File: src/rtl/lzw_dict_ctrl.sv
// LZW dictionary controller: owns the single RAM port, arbitrates lookups against
// inserts, hands out codes sequentially and sweeps the dictionary to zero on clear.
//
// state   | meaning
// CLEAR   | writing 0 to clr_addr each cycle, FIRST_CODE..DEPTH-1; no grants
// IDLE    | arbitrating lookup vs insert; inserts complete here in one cycle
// RD_WAIT | lookup issued, waiting for ram_valid to forward the read data
module lzw_dict_ctrl #(
  parameter int ADDR_WIDTH = 12,
  parameter int DATA_WIDTH = 64,
  parameter int DEPTH      = 4096,
  parameter int FIRST_CODE = 256
) (
  input  logic                  clk,
  input  logic                  rst,
  input  logic                  clear,
  output logic                  busy,
  input  logic                  lu_req,
  input  logic [ADDR_WIDTH-1:0] lu_addr,
  output logic                  lu_gnt,
  output logic                  lu_rvalid,
  output logic [DATA_WIDTH-1:0] lu_rdata,
  input  logic                  ins_req,
  input  logic [DATA_WIDTH-1:0] ins_data,
  output logic                  ins_gnt,
  output logic [ADDR_WIDTH-1:0] ins_code,
  output logic                  dict_full,
  output logic [ADDR_WIDTH-1:0] ram_addr,
  output logic [DATA_WIDTH-1:0] ram_data_in,
  output logic                  ram_cs,
  output logic                  ram_we,
  input  logic [DATA_WIDTH-1:0] ram_data_out,
  input  logic                  ram_valid
);

  typedef enum logic [1:0] {CLEAR, IDLE, RD_WAIT} state_e;

  localparam logic [ADDR_WIDTH-1:0] FIRST_C = ADDR_WIDTH'(FIRST_CODE);
  localparam logic [ADDR_WIDTH-1:0] LAST_C  = ADDR_WIDTH'(DEPTH - 1);

  state_e                  state_q, state_d;
  logic [ADDR_WIDTH-1:0]   next_code_q, next_code_d;
  logic [ADDR_WIDTH-1:0]   clr_addr_q, clr_addr_d;
  logic                    dict_full_q, dict_full_d;
  logic                    rr_last_q, rr_last_d;
  logic                    lu_elig, ins_elig;

  always_comb begin
    state_d     = state_q;
    next_code_d = next_code_q;
    clr_addr_d  = clr_addr_q;
    dict_full_d = dict_full_q;
    rr_last_d   = rr_last_q;
    lu_elig     = 1'b0;
    ins_elig    = 1'b0;
    lu_gnt      = 1'b0;
    ins_gnt     = 1'b0;
    ins_code    = '0;
    lu_rvalid   = 1'b0;
    lu_rdata    = '0;
    ram_cs      = 1'b0;
    ram_we      = 1'b0;
    ram_addr    = '0;
    ram_data_in = '0;

    // Everything is masked during reset so pre-reset state never reaches the RAM.
    if (!rst) begin
      case (state_q)
        CLEAR: begin
          ram_cs   = 1'b1;
          ram_we   = 1'b1;
          ram_addr = clr_addr_q;
          if (clr_addr_q == LAST_C) begin
            state_d     = IDLE;
            next_code_d = FIRST_C;
            dict_full_d = 1'b0;
          end else begin
            clr_addr_d = clr_addr_q + 1'b1;
          end
        end
        IDLE: begin
          if (!clear) begin
            lu_elig  = lu_req;
            ins_elig = ins_req && !dict_full_q;
            // rr_last=1 means insert won last, so lookup takes a contended slot.
            lu_gnt   = lu_elig && (!ins_elig || rr_last_q);
            ins_gnt  = ins_elig && (!lu_elig || !rr_last_q);
            if (lu_gnt) begin
              ram_cs    = 1'b1;
              ram_addr  = lu_addr;
              rr_last_d = 1'b0;
              state_d   = RD_WAIT;
            end else if (ins_gnt) begin
              ins_code    = next_code_q;
              ram_cs      = 1'b1;
              ram_we      = 1'b1;
              ram_addr    = next_code_q;
              ram_data_in = ins_data;
              rr_last_d   = 1'b1;
              if (next_code_q == LAST_C) dict_full_d = 1'b1;
              else                       next_code_d = next_code_q + 1'b1;
            end
          end
        end
        RD_WAIT: begin
          if (ram_valid && !clear) begin
            lu_rvalid = 1'b1;
            lu_rdata  = ram_data_out;
            state_d   = IDLE;
          end
        end
        default: state_d = CLEAR;
      endcase

      if (clear) begin
        state_d    = CLEAR;
        clr_addr_d = FIRST_C;
      end
    end
  end

  always_ff @(posedge clk) begin
    if (rst) begin
      state_q     <= CLEAR;
      next_code_q <= FIRST_C;
      clr_addr_q  <= FIRST_C;
      dict_full_q <= 1'b0;
      rr_last_q   <= 1'b1;
    end else begin
      state_q     <= state_d;
      next_code_q <= next_code_d;
      clr_addr_q  <= clr_addr_d;
      dict_full_q <= dict_full_d;
      rr_last_q   <= rr_last_d;
    end
  end

  assign busy      = rst || (state_q == CLEAR);
  assign dict_full = dict_full_q;

endmodule

File: config.mk
export PLATFORM = sky130hd
export DESIGN_NAME = lzw_dict_ctrl
export DESIGN_NICKNAME = d
export VERILOG_FILES = /design/src/rtl/lzw_dict_ctrl.sv
export SDC_FILE = /design/constraint.sdc
export NUM_CORES = 1
export LEC_CHECK = 0
export BUFFER_PORTS_ARGS = -buffer_cell sky130_fd_sc_hd__buf_2
export CAP_MARGIN = 40
export CORE_AREA = 2 2 118 120
export DETAILED_ROUTE_END_ITERATION = 10
export DIE_AREA = 0 0 120 122
export GPL_TIMING_DRIVEN = 0
export SLEW_MARGIN = 20
export SYNTH_ARGS = -nofsm -noshare
export SYNTH_HDL_FRONTEND = slang
export SYNTH_SLANG_ARGS = --single-unit
File: constraint.sdc
create_clock -name clk -period 4 [get_ports clk]
set_input_delay 0.2 -clock clk [delete_from_list [all_inputs] [get_ports clk]]
set_output_delay 0.2 -clock clk [all_outputs]
set_load 0.005 [all_outputs]
Yosys cells after proc, flatten, opt, wreduce, memory -nomap -nowiden
Cells that the tools add are included.
{"block": "totals", "latchBits": 0, "wordCells": 95, "regBits": 28, "input_bits": 146, "mem_bits_rw": 0, "output_inout_bits": 159, "memories": 0, "mem_bits_ro": 0}
{"block": "classes", "addsub": 2, "n_reduce_logical": 21, "mux": 53, "n_lt_le_gt_ge": 0, "eq_ne": 12, "n_shift": 0, "n_div": 0, "n_mul": 0, "bitwise": 2}
{"op": "64-bit two-way mux", "count": 8}
{"op": "12-bit two-way mux", "count": 13}
{"op": "12-bit one-hot mux with 2 select lines", "count": 2}
{"op": "12-bit by 1-bit adder with 12-bit output (second input constant)", "count": 2}
{"op": "12-bit equality test (second input constant)", "count": 2}
{"op": "1-bit two-way mux", "count": 23}
{"op": "2-bit != test (second input constant)", "count": 8}
{"op": "6-bit AND reduction", "count": 2}
{"op": "2-bit two-way mux", "count": 3}
{"op": "1-bit one-hot mux with 2 select lines", "count": 3}
{"op": "2-bit one-hot mux with 3 select lines", "count": 1}
{"op": "3-bit AND reduction", "count": 2}
{"op": "1-bit logical NOT", "count": 5}
{"op": "1-bit logical AND", "count": 4}
{"op": "2-bit nonzero test", "count": 2}
{"op": "1-bit logical OR", "count": 3}
{"op": "2-bit by 1-bit equality test with 1-bit output (second input constant)", "count": 1}
{"op": "2-bit equality test (second input constant)", "count": 1}
{"op": "2-bit logical NOT", "count": 1}
{"op": "1-bit inverter", "count": 2}
{"op": "2-bit AND reduction", "count": 1}
{"op": "2-bit OR reduction", "count": 1}

Logic depth before layout (Yosys ltp)
Gate-level depths: netlist (run 1).
{"block": "logic_depth", "depth_word": 9, "mapped_depth": 7, "depth_no_buf": 6}

Worst setup path after synthesis (run 1)
No wires, ideal clock.
{"block": "synth_timing", "kind": "register to register", "startpoint": "register clr_addr_q[0]", "endpoint": "register next_code_q[8]", "synth_period_minus_slack_ps": 1906, "path_buffers": 0, "t_required_ps": 3942, "setup_ps": 58, "path_stages_with_launch": 7, "path_slack_ps": 2094, "arrival_ps": 1848, "path_cell_list": "dfxtp_1 -> ha_1 -> nor4bb_1 -> or4b_4 -> a22oi_4 -> a21boi_2 -> o22a_1"}
{"block": "synth_between", "elab_chain_cells": 3}
{"item": "start: declaration", "line_no": "43", "text": "logic [ADDR_WIDTH-1:0] clr_addr_q, clr_addr_d;"}
{"item": "start signal: assignment", "line_no": "132", "text": "clr_addr_q <= clr_addr_d;"}
{"item": "12-bit equality test", "line_no": "73", "text": "if (clr_addr_q == LAST_C) begin"}
{"item": "2-bit != test (no source line)"}
{"item": "6-bit AND reduction (no source line)"}
{"item": "end signal: assignment", "line_no": "131", "text": "next_code_q <= next_code_d;"}
{"item": "end: declaration", "line_no": "42", "text": "logic [ADDR_WIDTH-1:0] next_code_q, next_code_d;"}
No other way between the ends.
A chain may end at the register's enable or synchronous reset.

Final worst setup path (run 1)
{"block": "layout_timing", "startpoint": "register state_q[1]", "endpoint": "output port ram_addr[4]"}
{"block": "layout_between", "elab_chain_cells": 3, "word_cells_on_any_way": 4, "cone_classes": "1 x eq/ne; 2 x mux; 1 x reduce/logical"}
{"item": "start: declaration", "line_no": "41", "text": "state_e state_q, state_d;"}
{"item": "start signal: assignment", "line_no": "130", "text": "state_q <= state_d;"}
{"item": "2-bit by 1-bit equality test with 1-bit output or 2-bit logical NOT (tied branches)", "line_no": "68", "text": "case (state_q)"}
{"item": "12-bit one-hot mux with 2 select lines (*)", "line_no": "68"}
{"item": "12-bit two-way mux (*)", "line_no": "67", "text": "if (!rst) begin"}
{"item": "end: declaration", "line_no": "28", "text": "output logic [ADDR_WIDTH-1:0] ram_addr,"}
Every way passes the cells marked *; elsewhere a longest branch is shown, timed or not.

==> reports/results.txt, run 1 <==
Critical Path Start Type -> flop
detail-routed net length per standard cell -> 15.22 um
placement row count -> 43
number of port buffers -> 304
hold path depth -> 4
horizontal extent of the die -> 120 um
Initial Utilization -> 0.1974
RSZ-0062 raised after global routing -> false
number of failing setup endpoints in the final timing report -> 0
number of synthesized register bits -> 28
total power -> 673.6 uW
worst clock skew -> 0.003071 ns
vias in the first global route -> 3357
netlist area before placement -> 0.002665 mm^2
I/O pin count -> 305
GRT Util Overall -> 0.1647
WL final -> 13.12 mm
Cell variety after synth -> 52
fraction of layout instances using a drive strength above 1 -> 0.4795
post-detailed-route via-to-cell ratio -> 4.407
Most used DFF post-synth -> sky130_fd_sc_hd__dfxtp_1
number of levels in the clock H-tree -> 1
Layout fillers -> 1504
diode insertion count for antenna repair -> 0
fin worst setup slack -> 1.325 ns
Sequential cell area -> 560.5 um^2
Detailed Route Iter0 Violations -> 161
fraction of the yosys area taken by sequential cells -> 0.2103
sequential group share of total power -> 0.417
Worst EP required -> 3.80 ns
critical path endpoint category -> output pin
routability congestion estimate -> 0.8573
Reg-to-Reg Start -> clr_addr_q[0]$_SDFFE_PP0P_
maximum number of pins on one net before global-route repair -> 17
Final min period -> 2.675 ns
clock edge transition at the registers on the reported setup and hold paths -> 0.07 ns
fin. max-slew vios -> 0
clk sinks -> 28
area of the multi-input gates -> 0.001937 mm^2
status -> finished, final reports clean
post-detailed-route count of antenna-violating nets -> 0
Pleak -> 2.567 nW
Worst Hold Path EP -> rr_last_q$_SDFFE_PP1P_
final hold violation count -> 0
TritonRoute pass-1 iters -> 5
Setup Crit Path Kind -> flop to output pin
cts hold-fix bufs -> 0
Synth Net Count -> 522
Total Negative Setup Slacks -> 0 ns
post-CTS repair timing setup buffer count -> 0
cell-internal power -> 536.4 uW
synth-to-layout area growth -> 69.48%
Clock Tree Root -> sky130_fd_sc_hd__clkbuf_16
initial antenna violation count -> 2
maximum vdd drop -> 135.4 uV
Hold/Removal Path Class -> input port to flop
number of cells on the worst reg-to-reg path -> 6
global-route wire length before repair -> 18.69 mm
Die Footprint -> 0.01464 mm^2
total global routing overflow -> 0
power density of the placed cells -> 149.1 mW/mm^2
worst max-slew margin expressed relative to the limit -> 0.5339
reg-to-reg setup timing slack -> 1.62 ns
number of nets at the end of the flow -> 831
buffers from clock root to sink, at most -> 2
average cell area after synthesis -> 7.126 um^2
share of power burned in combinational logic -> 0.140
Tcrit/Tclk final -> 0.6687
proportion of total power due to net switching -> 0.2037
launch point of the worst hold path -> lu_req
area of the core region -> 0.01350 mm^2
commonest cells after routing, fill and taps aside -> sky130_fd_sc_hd__buf_2, sky130_fd_sc_hd__and2_1, sky130_fd_sc_hd__dfxtp_1
post-synthesis instance total -> 374
# resized after CTS -> 0
remaining routing DRC violations -> 0
max-cap violation count -> 0
endpoint of the most critical register-to-register path -> next_code_q[6]$_SDFFE_PP0P_
critical path peak fanout -> 10
Vias -> 3799
die height -> 122 um
clock latency reported for the late side of the worst-skew pair -> 0.26 ns
part of the total power dissipated in the clock network -> 0.442
FFs w/ async S/R, synth -> 0
highest clock rate -> 0.3739 GHz
TritonCTS clock tree -> yes
data arrival time of the critical path -> 2.47 ns
total number of yosys warnings -> 0
pre-CTS WS -> 1.639 ns
net switching power of the design -> 137.2 uW
total half-perimeter wirelength after legalization and detailed placement -> 11.46 mm
Num CTS Buffers -> 3
number of flops mapped to enable cells by yosys -> 0
most common cell after layout, fill and taps aside -> sky130_fd_sc_hd__buf_2
actual slew at the worst max-slew pin -> 0.6895 ns
==> routing by layer <==
metal / global-route usage / vias to the layer above / routed length [um]
met2: 0.3299 / 198 / 7012
met4: 0.02941 / 4 / 127
met5: 0 / - / 28
met1: 0.1766 / 1699 / 4809
met3: 0.03558 / 10 / 1140
li1: - / 1888 / -
==> worst max-delay path, cell delays in order (launching register included) <==
cell and delay [ns]:
sky130_fd_sc_hd__dfxtp_1 0.38, sky130_fd_sc_hd__clkbuf_1 0.25, sky130_fd_sc_hd__nand2b_1 0.29, sky130_fd_sc_hd__nor3_1 0.38
sky130_fd_sc_hd__clkbuf_1 0.50, sky130_fd_sc_hd__a221oi_1 0.17, sky130_fd_sc_hd__inv_1 0.12, sky130_fd_sc_hd__buf_2 0.12
==> final cells by class <==
class	instances	area share
multi-input combinational	304	0.4288
timing repair buffer	304	0.3368
sequential	28	0.1241
tap	180	0.04986
buffer	24	0.02216
clock buffer	3	0.01662
inverter	18	0.01496
clock inverter	1	0.006648
==> cell usage after synthesis (2+ instances only) <==
| master | count | area, um^2 |
|---|---|---|
| sky130_fd_sc_hd__o21ai_0 | 12 | 60.06 |
| sky130_fd_sc_hd__clkbuf_2 | 6 | 30.03 |
| sky130_fd_sc_hd__nor2_1 | 21 | 78.83 |
| sky130_fd_sc_hd__nand4_1 | 4 | 25.02 |
| sky130_fd_sc_hd__nor4b_1 | 3 | 26.28 |
| sky130_fd_sc_hd__inv_1 | 18 | 67.56 |
| sky130_fd_sc_hd__nand2_1 | 17 | 63.81 |
| sky130_fd_sc_hd__buf_2 | 2 | 10.01 |
| sky130_fd_sc_hd__mux2i_1 | 2 | 20.02 |
| sky130_fd_sc_hd__a31oi_1 | 10 | 62.56 |
| sky130_fd_sc_hd__a21oi_1 | 12 | 60.06 |
| sky130_fd_sc_hd__nor3_1 | 8 | 40.04 |
| sky130_fd_sc_hd__nand3_1 | 7 | 35.03 |
| sky130_fd_sc_hd__and3_1 | 4 | 25.02 |
| sky130_fd_sc_hd__clkbuf_1 | 16 | 60.06 |
| sky130_fd_sc_hd__nand2b_1 | 5 | 31.28 |
| sky130_fd_sc_hd__ha_1 | 2 | 25.02 |
| sky130_fd_sc_hd__and2_1 | 141 | 882.1 |
| sky130_fd_sc_hd__a221oi_1 | 11 | 96.34 |
| sky130_fd_sc_hd__a211oi_1 | 2 | 15.01 |
| sky130_fd_sc_hd__dfxtp_1 | 28 | 560.5 |
| sky130_fd_sc_hd__nor3b_1 | 2 | 15.01 |
| sky130_fd_sc_hd__xnor2_1 | 6 | 52.55 |
| sky130_fd_sc_hd__o22ai_1 | 2 | 12.51 |
| sky130_fd_sc_hd__nor4_1 | 3 | 18.77 |
| sky130_fd_sc_hd__or4_4 | 2 | 22.52 |
| sky130_fd_sc_hd__or3_1 | 3 | 18.77 |
==> power by group through the flow <==
stage / Clock (mW) / Combinational (mW) / Sequential [mW]
detailed placement: 0 / 0.0958 / 0.288
global route: 0.314 / 0.104 / 0.281
floorplan: 0 / 0.0171 / 0.287
CTS: 0.304 / 0.0965 / 0.281
finish: 0.298 / 0.0945 / 0.281
global placement: 0 / 0.0948 / 0.288
==> worst max path at each step <==
stage	startpoint	to	slack, ns	depth (start not counted)
2_1_floorplan	clr_addr_q[0]$_SDFFE_PP0P_	next_code_q[8]$_SDFFE_PP1P_	2.09	6
3_3_place_gp	state_q[1]$_SDFFE_PP0P_	ram_addr[4]	1.61	7
3_5_place_dp	state_q[1]$_SDFFE_PP0P_	ram_addr[4]	1.64	7
4_1_cts	state_q[1]$_SDFFE_PP0P_	ram_addr[4]	1.34	7
5_1_grt	state_q[1]$_SDFFE_PP0P_	ram_addr[4]	1.20	7
6_report	state_q[1]$_SDFFE_PP0P_	ram_addr[4]	1.33	7
==> kinds of logic (layout without fill, tap and decap cells) <==
group | Yosys count | after routing | synth area share
AND/OR/NAND/NOR | 232 | 232 | 0.5286
AO/OA/AOI/OAI | 61 | 61 | 0.1582
buffers and inverters | 42 | 350 | 0.06291
flip-flops | 28 | 28 | 0.2103
XOR/XNOR | 7 | 7 | 0.02301
adder cells (fa/ha/maj) | 2 | 2 | 0.009388
multiplexers | 2 | 2 | 0.007512
==> metrics by stage <==
stage,instances,util,cell area [um^2],hold WS [ns]
after floorplan,374,-,2665,0.3474
after global placement,858,0.3267,4412,0.4448
after detailed placement,858,0.3267,4412,0.4531
after CTS,862,0.3345,4517,0.2253
after global routing,862,0.3345,4517,0.2635
final,862,0.3345,4517,0.2261
==> state kept, by name (all words and copies together), names as in the netlist <==
name / count
clr_addr_q: 12
dict_full: 1
next_code_q: 12
rr_last_q: 1
state_q: 2
Power figures use the tool's default switching activity.
==> run 2, diff against run 1 <==
--- a/config.mk
+++ b/config.mk
@@ -7,9 +7,9 @@
 export LEC_CHECK = 0
 export BUFFER_PORTS_ARGS = -buffer_cell sky130_fd_sc_hd__buf_2
 export CAP_MARGIN = 40
-export CORE_AREA = 2 2 118 120
+export CORE_AREA = 2 2 117 119
 export DETAILED_ROUTE_END_ITERATION = 10
-export DIE_AREA = 0 0 120 122
+export DIE_AREA = 0 0 119 121
 export GPL_TIMING_DRIVEN = 0
 export SLEW_MARGIN = 20
 export SYNTH_ARGS = -nofsm -noshare
==> constraint.sdc (replaced) <==
create_clock -name clk -period 2.7 [get_ports clk]
set_input_delay 0.135 -clock clk [delete_from_list [all_inputs] [get_ports clk]]
set_output_delay 0.135 -clock clk [all_outputs]
set_load 0.005 [all_outputs]
==> reports/results.txt, run 2 (synthesis gave the netlist of run 1 again) <==
status -> finished, final reports clean
GRT Util Overall -> 0.2156
Worst Hold Path EP -> rr_last_q$_SDFFE_PP1P_
fraction of layout instances using a drive strength above 1 -> 0.4832
area of the core region -> 0.01309 mm^2
registers with the most flip-flops -> clr_addr_q (12), next_code_q (12), state_q (2)
die height -> 121 um
total power -> 1.005 mW
placement row count -> 42
Num CTS Buffers -> 3
final hold violation count -> 0
Tcrit/Tclk final -> 0.9125
number of port buffers -> 304
WL final -> 16.40 mm
maximum vdd drop -> 258.1 uV
diode insertion count for antenna repair -> 0
Sequential cell area -> 560.5 um^2
horizontal extent of the die -> 119 um
I/O pin count -> 305
number of cells on the critical path -> 7
global-route wire length before repair -> 23.38 mm
power density of the placed cells -> 222.1 mW/mm^2
routability congestion estimate -> 0.8906
critical path peak fanout -> 10
area of the multi-input gates -> 0.001942 mm^2
Worst EP required -> 2.57 ns
synth-to-layout area growth -> 69.81%
TritonCTS clock tree -> yes
number of levels in the clock H-tree -> 1
Critical Path Start Type -> flop
number of failing setup endpoints in the final timing report -> 0
RSZ-0062 raised after global routing -> false
detail-routed net length per standard cell -> 19.10 um
actual slew at the worst max-slew pin -> 0.6750 ns
maximum number of pins on one net before global-route repair -> 17
clock edge transition at the registers on the reported setup and hold paths -> 0.07 ns
Worst path slowest cell -> sky130_fd_sc_hd__nor3_2
data arrival time of the critical path -> 2.33 ns
list of cells traversed by the critical path -> clkbuf_2 > nand2b_1 > nor3_2 > clkbuf_1 > a221oi_1 > inv_1 > buf_2
Final min period -> 2.464 ns
Vias -> 3876
cell class contributing the biggest share of worst-path delay -> buffers and inverters
post-detailed-route count of antenna-violating nets -> 0
most common cell after layout, fill and taps aside -> sky130_fd_sc_hd__buf_2
total half-perimeter wirelength after legalization and detailed placement -> 14.29 mm
Setup Crit Path Kind -> flop to output pin
total global routing overflow -> 0
Total Negative Setup Slacks -> 0 ns
number of nets at the end of the flow -> 832
initial antenna violation count -> 1
vias in the first global route -> 3732
worst max-slew margin expressed relative to the limit -> 0.5437
remaining routing DRC violations -> 0
highest clock rate -> 0.4059 GHz
number of cells on the worst reg-to-reg path -> 6
clock latency reported for the late side of the worst-skew pair -> 0.26 ns
maximum cell stage delay along the critical path -> 0.40 ns
clk sinks -> 28
endpoint of the most critical register-to-register path -> next_code_q[3]$_SDFFE_PP0P_
fin. max-slew vios -> 0
max-cap violation count -> 0
hold path depth -> 4
Clock Tree Root -> sky130_fd_sc_hd__clkbuf_16
post-detailed-route via-to-cell ratio -> 4.512
Die Footprint -> 0.01440 mm^2
worst hold slack across all endpoints -> 0.1685 ns
worst clock skew -> 0.006117 ns
critical path endpoint category -> output pin
reg-to-reg setup timing slack -> 0.26 ns
buffers from clock root to sink, at most -> 2
TritonRoute pass-1 iters -> 4
number of buffers and inverters on the critical path -> 4
Layout fillers -> 1461
Pleak -> 2.576 nW
Reg-to-Reg Start -> clr_addr_q[0]$_SDFFE_PP0P_
Detailed Route Iter0 Violations -> 183
Hold/Removal Path Class -> input port to flop
Initial Utilization -> 0.2037
launch point of the worst hold path -> lu_req
commonest cells after routing, fill and taps aside -> sky130_fd_sc_hd__buf_2, sky130_fd_sc_hd__and2_1, sky130_fd_sc_hd__dfxtp_1
-- run 2: report_power, final --
group,internal [mW],switching [mW],total [mW]
registers,0.414,0.00248,0.417
clock network,0.295,0.145,0.440
logic,0.0859,0.0626,0.148
total,0.795,0.210,1.00
-- run 2: worst register-to-register path, delay by kind of cell, from the launching register on --
family                     cells  cell delay, ns
and+or+nand+nor                2            0.95
AOI/OAI and AO/OA              3            0.69
DFF                            1            0.45
adders and majority gates      1            0.25
-- run 2: area by class of cell --
type,instances,area share
Buffer,24,0.02239
Clock buffer,3,0.01659
Clock inverter,1,0.006635
Inverter,18,0.01493
Multi-Input combinational cell,304,0.4291
Sequential cell,28,0.1239
Tap cell,176,0.04866
Timing Repair Buffer,305,0.3378
-- run 2: worst max path at each step --
stage,start,to
after global placement,clr_addr_q[0]$_SDFFE_PP0P_,next_code_q[3]$_SDFFE_PP0P_
final,state_q[1]$_SDFFE_PP0P_,ram_addr[2]
after global routing,state_q[1]$_SDFFE_PP0P_,ram_addr[5]
after detailed placement,clr_addr_q[0]$_SDFFE_PP0P_,next_code_q[6]$_SDFFE_PP0P_
after floorplan,clr_addr_q[0]$_SDFFE_PP0P_,next_code_q[8]$_SDFFE_PP1P_
after CTS,state_q[1]$_SDFFE_PP0P_,ram_addr[2]
-- run 2: per-layer routing --
metal,GRT usage,share of wire,vias up
met5,0,0.00061,-
met4,0.04092,0.016,2
met3,0.05780,0.095,12
met2,0.4102,0.51,216
met1,0.2408,0.38,1763
li1,-,-,1883
-- run 2: metrics by stage --
step	std cells	worst slack, ns	cell area (um^2)	utilization
final	859	0.2362	4526	0.3459
after CTS	858	0.01645	4512	0.3448
after global placement	854	0.2899	4407	0.3368
after detailed placement	854	0.2798	4407	0.3368
after floorplan	374	0.7937	2665	-
after global routing	859	0.09951	4526	0.3459
-- run 2: what timing repair did --
action                                  4_1_cts  5_1_grt
setup buffers                                 0        1
hold buffers                                  0        0
endpoints found under the setup margin        0       15
resized for setup                             0        3
==> run 3, diff against run 2 <==
--- a/config.mk
+++ b/config.mk
@@ -7,10 +7,13 @@
 export LEC_CHECK = 0
 export BUFFER_PORTS_ARGS = -buffer_cell sky130_fd_sc_hd__buf_2
 export CAP_MARGIN = 40
-export CORE_AREA = 2 2 117 119
+export CELL_PAD_IN_SITES_DETAIL_PLACEMENT = 0
+export CELL_PAD_IN_SITES_GLOBAL_PLACEMENT = 1
+export CORE_AREA = 2 2 120 122
 export DETAILED_ROUTE_END_ITERATION = 10
-export DIE_AREA = 0 0 119 121
+export DIE_AREA = 0 0 122 124
 export GPL_TIMING_DRIVEN = 0
+export PLACE_DENSITY_LB_ADDON = 0.1
 export SLEW_MARGIN = 20
 export SYNTH_ARGS = -nofsm -noshare
 export SYNTH_HDL_FRONTEND = slang
==> reports/results.txt, run 3 (synthesis gave the netlist of run 1 again) <==
Worst EP required -> 2.57 ns
clock edge transition at the registers on the reported setup and hold paths -> 0.07 ns
maximum number of pins on one net before global-route repair -> 15
number of nets at the end of the flow -> 831
status -> finished, final reports clean
post-detailed-route count of antenna-violating nets -> 0
fin. max-slew vios -> 0
area of the multi-input gates -> 0.001937 mm^2
met2 track demand over resource -> 0.2783
global routing's busiest layer -> met2
critical path endpoint category -> output pin
diode insertion count for antenna repair -> 0
Setup Crit Path Kind -> flop to output pin
total power -> 888.6 uW
buffers from clock root to sink, at most -> 2
area of the core region -> 0.01372 mm^2
number of failing setup endpoints in the final timing report -> 0
clk sinks -> 28
Hold/Removal Path Class -> input port to flop
routability congestion estimate -> 0.8361
Tcrit/Tclk final -> 0.9372
met1 track demand over resource in global routing -> 0.1569
Detailed Route Iter0 Violations -> 109
Sequential cell area -> 560.5 um^2
Die Footprint -> 0.01513 mm^2
horizontal extent of the die -> 122 um
number of port buffers -> 304
commonest cells after routing, fill and taps aside -> sky130_fd_sc_hd__buf_2, sky130_fd_sc_hd__and2_1, sky130_fd_sc_hd__dfxtp_1
fraction of layout instances using a drive strength above 1 -> 0.4802
Final min period -> 2.530 ns
post-route design area -> 0.004488 mm^2
clock latency reported for the late side of the worst-skew pair -> 0.26 ns
Num CTS Buffers -> 3
met3 routing resource usage after global routing -> 0.04029
final hold violation count -> 0
GRT Util Overall -> 0.1435
RSZ-0062 raised after global routing -> false
actual slew at the worst max-slew pin -> 0.7072 ns
TritonRoute pass-1 iters -> 5
remaining routing DRC violations -> 0
total half-perimeter wirelength after legalization and detailed placement -> 10.78 mm
Layout fillers -> 1535
total global routing overflow -> 0
most common cell after layout, fill and taps aside -> sky130_fd_sc_hd__buf_2
I/O pin count -> 305
critical path peak fanout -> 10
Pleak -> 2.556 nW
global-route wire length before repair -> 17.07 mm
Initial Utilization -> 0.1943
Clock Tree Root -> sky130_fd_sc_hd__clkbuf_16
placement row count -> 43
die height -> 124 um
cts hold-fix bufs -> 0
power density of the placed cells -> 198.0 mW/mm^2
data arrival time of the critical path -> 2.40 ns
detail-routed net length per standard cell -> 14.58 um
initial antenna violation count -> 0
highest clock rate -> 0.3952 GHz
count of non-filler cells in the finished layout -> 861
max-cap violation count -> 0
number of cells in the design after placement -> 858
worst clock skew -> 0.005826 ns
maximum vdd drop -> 201.8 uV
synth-to-layout area growth -> 68.40%
WL final -> 12.55 mm
registers with the most flip-flops -> clr_addr_q (12), next_code_q (12), state_q (2)
worst max-slew margin expressed relative to the limit -> 0.5219
Total Negative Setup Slacks -> 0 ns
post-detailed-route via-to-cell ratio -> 4.355
vias in the first global route -> 3296
TritonCTS clock tree -> yes
Util after Layout -> 0.3271
number of levels in the clock H-tree -> 1
Critical Path Start Type -> flop
Vias -> 3750
placed instance area -> 0.004412 mm^2
==> run 3: cell types whose count changed in the layout (fill, tap and decap cells not counted), sizes merged <==
cell	change
bufinv	-1
buf	-1
==> run 3: worst paths after layout <==
kind	from	to	slack [ns]	cells past startpoint
setup reg to reg	clr_addr_q[0]$_SDFFE_PP0P_	next_code_q[3]$_SDFFE_PP0P_	0.32	6
hold / removal	lu_req	rr_last_q$_SDFFE_PP1P_	0.16	4
hold reg to reg	rr_last_q$_SDFFE_PP1P_	rr_last_q$_SDFFE_PP1P_	0.46	2
setup / recovery	state_q[0]$_SDFFE_PP0P_	ram_addr[8]	0.17	8
==> run 3: area by class of cell <==
cell class | instances | area share
multi-input combinational | 304 | 0.4316
inverter | 18 | 0.01505
tap | 180 | 0.05018
buffer | 24 | 0.02258
sequential | 28 | 0.1249
timing repair buffer | 304 | 0.3390
clock buffer | 3 | 0.01673
==> run 3: per-layer routing <==
metal	share of wire	vias up
met1	0.38	1674
met2	0.51	191
li1	-	1881
met5	0	-
met4	0.0059	0
met3	0.10	4
==> run 3: worst max-delay path, stage by stage, from the launching register on <==
cell	delay, ns
sky130_fd_sc_hd__dfxtp_1	0.48
sky130_fd_sc_hd__nor3b_4	0.47
sky130_fd_sc_hd__and4b_1	0.25
sky130_fd_sc_hd__buf_2	0.20
sky130_fd_sc_hd__clkbuf_2	0.23
sky130_fd_sc_hd__and2_1	0.22
sky130_fd_sc_hd__a221oi_1	0.09
sky130_fd_sc_hd__inv_1	0.08
sky130_fd_sc_hd__buf_2	0.11
==> run 3: repair_timing <==
| item | in CTS | in global routing |
|---|---|---|
| resized for setup | 0 | 2 |
| setup buffers | 0 | 0 |
| endpoints found under the setup margin | 0 | 9 |
==> run 3: report_power, final <==
group	switching, mW	leakage [nW]	total, mW	internal (mW)
clock network	0.144	0.0370	0.341	0.197
registers	0.00172	0.226	0.416	0.414
logic	0.0473	2.29	0.132	0.0847
total	0.193	2.56	0.889	0.696
==> run 3: stage by stage <==
stage / hold slack (ns) / setup WS (ns)
3_3_place_gp: 0.4235 / 0.3270
6_report: 0.1586 / 0.1696
3_5_place_dp: 0.4344 / 0.3242
5_1_grt: 0.1982 / 0.002065
4_1_cts: 0.1584 / 0.08685
2_1_floorplan: 0.2824 / 0.7937
